===== src/rtl/cache_pkg.sv =====
// rtl/cache_pkg.sv - shared cache request widths and opcode encodings
package cache_pkg;
  localparam int CL_SIZE = 128;
  localparam int ADDR_W  = 32;
  localparam int OP_W    = 3;
  localparam int ID_W    = 2;

  typedef enum logic [OP_W-1:0] {
    OP_NOP   = 3'd0,
    OP_READ  = 3'd1,
    OP_WRITE = 3'd2,
    OP_EVICT = 3'd3,
    OP_SNOOP = 3'd4,
    OP_FLUSH = 3'd5
  } cache_op_e;
endpackage


===== src/rtl/rr_pick.sv =====
// rtl/rr_pick.sv - one-hot round-robin pick starting at a pointer, with wrap-around
module rr_pick #(
  parameter int  WIDTH = 6,
  localparam int PW    = $clog2(WIDTH)
) (
  input  logic [WIDTH-1:0] i_req,
  input  logic [PW-1:0]    i_ptr,
  output logic [WIDTH-1:0] o_grant
);
  logic [2*WIDTH-1:0] w_dbl;
  logic [2*WIDTH-1:0] w_first;
  logic               w_hit;

  // Scanning the doubled vector from the pointer covers the wrap in one pass.
  always_comb begin
    w_dbl   = {i_req, i_req};
    w_first = '0;
    w_hit   = 1'b0;
    for (int j = 0; j < 2*WIDTH; j++) begin
      if (!w_hit && w_dbl[j] && (j >= int'(i_ptr))) begin
        w_first[j] = 1'b1;
        w_hit      = 1'b1;
      end
    end
  end

  assign o_grant = w_first[WIDTH-1:0] | w_first[2*WIDTH-1:WIDTH];
endmodule


===== src/rtl/queue_arbiter_rr.sv =====
// rtl/queue_arbiter_rr.sv - registered round-robin arbiter over cache request queues
module queue_arbiter_rr
  import cache_pkg::*;
#(
  parameter int  CL_SIZE    = cache_pkg::CL_SIZE,
  parameter int  Q_WIDTH    = 6,
  parameter bit  FLUSH_PRIO = 1'b1,
  localparam int IDX_W      = $clog2(Q_WIDTH)
) (
  input  logic                       clk,
  input  logic                       rst,
  input  logic [ADDR_W*Q_WIDTH-1:0]  addr_in,
  input  logic [CL_SIZE*Q_WIDTH-1:0] data_in,
  input  logic [OP_W*Q_WIDTH-1:0]    operation_in,
  input  logic [Q_WIDTH-1:0]         valid_in,
  input  logic [ID_W*Q_WIDTH-1:0]    src_in,
  input  logic [ID_W*Q_WIDTH-1:0]    dest_in,
  input  logic [Q_WIDTH-1:0]         is_flush_in,
  input  logic                       ready_in,
  output logic                       valid_out,
  output logic [ADDR_W-1:0]          addr_out,
  output logic [CL_SIZE-1:0]         data_out,
  output logic [OP_W-1:0]            operation_out,
  output logic [ID_W-1:0]            src_out,
  output logic [ID_W-1:0]            dest_out,
  output logic                       is_flush_out,
  output logic [IDX_W-1:0]           grant_idx_out,
  output logic [Q_WIDTH-1:0]         dealloc
);
  logic               w_load;
  logic [Q_WIDTH-1:0] w_flush_req;
  logic [Q_WIDTH-1:0] w_grant_flush;
  logic [Q_WIDTH-1:0] w_grant_all;
  logic [Q_WIDTH-1:0] w_grant;
  logic [IDX_W-1:0]   w_idx;
  logic [IDX_W-1:0]   w_next_ptr;
  logic [ADDR_W-1:0]  w_addr;
  logic [CL_SIZE-1:0] w_data;
  logic [OP_W-1:0]    w_op;
  logic [ID_W-1:0]    w_src;
  logic [ID_W-1:0]    w_dest;
  logic               w_flush;

  logic               r_valid;
  logic [ADDR_W-1:0]  r_addr;
  logic [CL_SIZE-1:0] r_data;
  logic [OP_W-1:0]    r_op;
  logic [ID_W-1:0]    r_src;
  logic [ID_W-1:0]    r_dest;
  logic               r_flush;
  logic [IDX_W-1:0]   r_idx;
  logic [IDX_W-1:0]   r_ptr;

  assign w_load      = ~r_valid | ready_in;
  assign w_flush_req = valid_in & is_flush_in;

  rr_pick #(.WIDTH(Q_WIDTH)) u_pick_flush (
    .i_req   (w_flush_req),
    .i_ptr   (r_ptr),
    .o_grant (w_grant_flush)
  );

  rr_pick #(.WIDTH(Q_WIDTH)) u_pick_all (
    .i_req   (valid_in),
    .i_ptr   (r_ptr),
    .o_grant (w_grant_all)
  );

  assign w_grant = (FLUSH_PRIO && (|w_flush_req)) ? w_grant_flush : w_grant_all;

  // Grant is one-hot, so an OR-mux selects the winner's fields and index.
  always_comb begin
    w_idx   = '0;
    w_addr  = '0;
    w_data  = '0;
    w_op    = '0;
    w_src   = '0;
    w_dest  = '0;
    w_flush = 1'b0;
    for (int i = 0; i < Q_WIDTH; i++) begin
      if (w_grant[i]) begin
        w_idx   = w_idx   | IDX_W'(i);
        w_addr  = w_addr  | addr_in[ADDR_W*i +: ADDR_W];
        w_data  = w_data  | data_in[CL_SIZE*i +: CL_SIZE];
        w_op    = w_op    | operation_in[OP_W*i +: OP_W];
        w_src   = w_src   | src_in[ID_W*i +: ID_W];
        w_dest  = w_dest  | dest_in[ID_W*i +: ID_W];
        w_flush = w_flush | is_flush_in[i];
      end
    end
  end

  assign w_next_ptr = (w_idx == IDX_W'(Q_WIDTH-1)) ? '0 : w_idx + IDX_W'(1);
  assign dealloc    = (w_load && !rst) ? w_grant : '0;

  always_ff @(posedge clk) begin
    if (rst) begin
      r_valid <= 1'b0;
      r_addr  <= '0;
      r_data  <= '0;
      r_op    <= OP_NOP;
      r_src   <= '0;
      r_dest  <= '0;
      r_flush <= 1'b0;
      r_idx   <= '0;
      r_ptr   <= '0;
    end else if (w_load) begin
      if (|w_grant) begin
        r_valid <= 1'b1;
        r_addr  <= w_addr;
        r_data  <= w_data;
        r_op    <= w_op;
        r_src   <= w_src;
        r_dest  <= w_dest;
        r_flush <= w_flush;
        r_idx   <= w_idx;
        r_ptr   <= w_next_ptr;
      end else begin
        r_valid <= 1'b0;
        r_addr  <= '0;
        r_data  <= '0;
        r_op    <= OP_NOP;
        r_src   <= '0;
        r_dest  <= '0;
        r_flush <= 1'b0;
        r_idx   <= '0;
      end
    end
  end

  assign valid_out     = r_valid;
  assign addr_out      = r_addr;
  assign data_out      = r_data;
  assign operation_out = r_op;
  assign src_out       = r_src;
  assign dest_out      = r_dest;
  assign is_flush_out  = r_flush;
  assign grant_idx_out = r_idx;
endmodule


===== config.mk =====
export PLATFORM = sky130hd
export DESIGN_NAME = queue_arbiter_rr
export DESIGN_NICKNAME = d
export VERILOG_FILES = /design/src/rtl/cache_pkg.sv /design/src/rtl/rr_pick.sv /design/src/rtl/queue_arbiter_rr.sv
export SDC_FILE = /design/constraint.sdc
export NUM_CORES = 1
export LEC_CHECK = 0
export CORE_AREA = 5 5 459 461
export DETAILED_ROUTE_END_ITERATION = 10
export DIE_AREA = 0 0 464 466
export PLACE_DENSITY = 0.3
export RECOVER_POWER = 100
export SYNTH_ARGS = -nofsm -noshare
export SYNTH_HDL_FRONTEND = slang
export SYNTH_SLANG_ARGS = --single-unit

===== constraint.sdc =====
create_clock -name clk -period 3.9 [get_ports clk]
set_input_delay 0.78 -clock clk [delete_from_list [all_inputs] [get_ports clk]]
set_output_delay 0.78 -clock clk [all_outputs]
set_load 0.05 [all_outputs]

==> results.py, run 1 <==
metrics = {
    "place": {
        "gp_congestion": 0.9159,
        "dpl.hpwl_mm": 136.0,
        "dp.cells": 5058,
        "dp_worst_setup_slack_ns": -0.3301,
        "numPortBuffers": 1194,
    },
    "drt": {
        "wl_per_cell_um": 30.48,
        "drc_errors": 0,
        "detail-route-antenna-nets": 0,
        "via_per_inst": 3.413,
        "drtIter0Drc": 2508,
        "first_pass_iters": 9,
        "routed_wirelength_mm": 155.8,
        "vias": 17450,
    },
    "sta": {
        "min_period_ns": 3.855,
        "slew_headroom": 0.2097,
        "fin_ws_ns": 0.04513,
        "worst_pin_slew_ns": 1.191,
        "fin_crit_sh": 0.9884,
        "setup_viol": 0,
        "skew_ns": 0.01290,
        "final.setup.tns_ns": 0,
        "grt_setup_unrepaired": "true",
        "hold_viol_final": 0,
        "slew_violations": 0,
        "clock.fmax_mhz": 259.4,
    },
    "synthesis": {
        "yosysMostFrequentCell": "a222oi_1",
        "avgSynthCellArea_um2": 9.300,
        "syn-num-nets": 2126,
        "ys_top_cells_by_count": "335 x a222oi_1, 182 x nand2_1, 175 x dfxtp_1",
        "synth.top_cell.area_share": 0.3397,
        "yosysSeqAreaShare": 0.3397,
        "synth-edff-count": 0,
        "synth-main-ff-cell": "dfxtp_1",
        "async_flop_share": 0,
        "synth_cells": 1109,
        "ys_top_cells_by_area": "dfxtp_1 34%, a222oi_1 33%, a22o_1 14%",
        "yosysUniqueCellTypes": 47,
        "synth_warnings": 0,
        "synth_top_cell_by_area": "dfxtp_1",
        "netlist_area_mm2": 0.01031,
        "ys_seq_elements": 175,
    },
    "setup_path": {
        "crit_fanout": 4,
        "path_buf_inv": 2,
        "cp.arrival_ns": 3.07,
        "path_cells": "clkdlybuf4s50_1 -> nor2b_1 -> a32oi_2 -> nand2_1 -> or3_1 -> a32oi_4 -> nor2b_2 -> buf_12",
        "worstSetupPathType": "in2out",
        "worst_setup_path_end_kind": "output port",
        "cp-start-kind": "primary input",
        "crit_cells": 8,
        "critPathTopFamily": "simple AND/OR/NAND/NOR gates",
        "reg2reg_depth": 11,
        "slowest_delay_ns": 0.47,
        "rrSetupSlack_ns": 0.48,
        "required_ns": 3.12,
        "cp_slowest_cell": "clkdlybuf4s50_1",
    },
    "global_routing": {
        "antenna_found_initial": 115,
        "grt_pass1_wl_mm": 195.2,
        "grt_pass1_vias": 18140,
        "overflow": 0,
        "grt_use_total": 0.1370,
        "grt_max_degree": 61,
    },
    "finish": {
        "multi_input_area_mm2": 0.006260,
        "fin_nets": 3394,
        "fin_cells": 5112,
        "register_area_mm2": 0.003506,
        "drive_above_1_share": 0.1105,
        "areaGrowthSynthToFinish_pct": 169.1,
        "fillCellCount": 23370,
    },
    "clock_tree": {
        "insertion_delay_ns": 0.53,
        "cts_tree": "built",
        "hold_buffers": 0,
        "clkTransAtPathRegs_ns": 0.09,
        "cts_root_buf": "clkbuf_16",
        "numCtsBuffers": 17,
        "clock-sinks": 175,
        "ctsHtreeMaxLevel": 4,
        "clock_path_buffers": 2,
    },
    "power": {
        "p_leak_uw": 0.01025,
        "vdd_ir_drop_max_uv": 385.1,
        "p_per_area_mw_per_mm2": 432.8,
    },
    "floorplanning": {
        "die_width_um": 464,
        "rows": 167,
        "start_util": 0.05006,
        "die_y_um": 466,
        "die-area_mm2": 0.2162,
        "core_mm2": 0.2060,
        "io_pins": 1195,
    },
    "min_path": {
        "min_path_type": "reg2reg",
        "min_path_cells": 2,
    },
    "run": {
        "cap_violations": 0,
    },
    "run_status": {
        "outcome": "finished, final reports clean",
    },
}
-- worst register-to-register path, delay by kind of cell (launching register included) --
| family | cells | cell delay, ns |
|---|---|---|
| AO/OA/AOI/OAI | 5 | 1.70 |
| buffers and inverters | 3 | 0.72 |
| AND/OR/NAND/NOR | 3 | 0.48 |
| flip-flops | 1 | 0.41 |
-- sequential cells by signal (all words and copies together) (netlist names) --
| signal | count |
|---|---|
| data_out | 128 |
| addr_out | 32 |
| grant_idx_out | 3 |
| operation_out | 3 |
| r_ptr | 3 |
| dest_out | 2 |
| src_out | 2 |
| is_flush_out | 1 |
| valid_out | 1 |
-- per-layer routing --
layer,vias to the layer above,part of all wire,GRT usage
met5,-,0.0015,0
met4,34,0.020,0.02766
met2,1239,0.49,0.2409
met3,187,0.091,0.05187
li1,7562,-,-
met1,8427,0.40,0.1583
-- power by group --
part	internal, uW	switching (uW)
Combinational	2980	4490
Clock	971	1060
Sequential	2210	295
-- final timing paths --
kind | endpoint | startpoint
setup / recovery | dealloc[2] | valid_in[2]
hold / removal | grant_idx_out[0] | grant_idx_out[0]
setup reg to reg | data_out[70] | r_ptr[2]
hold reg to reg | grant_idx_out[0] | grant_idx_out[0]
-- stage by stage --
step | total power (uW) | hold slack (ns) | utilization | area (um^2)
2_1_floorplan | 5919 | 0.5234 | - | 10330
3_3_place_gp | 10470 | 0.4486 | 0.1319 | 27170
3_5_place_dp | 10430 | 0.4476 | 0.1319 | 27170
4_1_cts | 12650 | 0.4612 | 0.1349 | 27800
5_1_grt | 12730 | 0.4890 | 0.1346 | 27720
6_report | 12010 | 0.4534 | 0.1347 | 27760
-- final cells by class --
cell class / instances / area share
Tap cell: 2704 / 0.1219
Clock inverter: 14 / 0.006131
Inverter: 2 / 0.0002705
Sequential cell: 175 / 0.1263
Multi-Input combinational cell: 780 / 0.2255
Clock buffer: 18 / 0.01546
Timing Repair Buffer: 1401 / 0.5028
Antenna cell: 18 / 0.001623
-- cell usage in the layout, fill, tap and decap left out, types with 3 or more instances in the layout --
master,n
inv_8,3
dfxtp_1,173
o21ai_0,6
dlygate4sd3_1,164
a222oi_1,335
diode_2,18
a22o_1,168
nand2_1,181
clkbuf_16,17
a21oi_1,9
nor2_1,10
clkbuf_1,11
clkbuf_2,7
clkdlybuf4s50_1,1015
buf_4,160
o31ai_1,3
nand4_1,3
buf_12,42
inv_6,5
a31oi_1,3
nand2b_1,3
nor2b_4,3
nand3_1,7
nor2b_1,6
nor3_1,5
-- timing repair --
item / in CTS / in global routing
gates cloned: 0 / 0
setup endpoints to repair: 5 / 5
setup buffers: 0 / 4
pin swaps: 1 / 4
resized for setup: 8 / 5
-- logic make-up (layout without fill, tap and decap cells) --
family | after synthesis | after routing | share of synthesized area
buffers and inverters | 154 | 1435 | 0.06333
other | 0 | 18 | 0
and+or+nand+nor | 237 | 237 | 0.09887
AOI/OAI and AO/OA | 543 | 543 | 0.4981
DFF | 175 | 175 | 0.3397
(Power assumes the default switching activity.)
==> run 2, diff against run 1 <==
CTS_CLUSTER_DIAMETER = 40   (was not set)
==> results of run 2 <==
The final DEF is identical to that of run 1; final timing and power are the same.
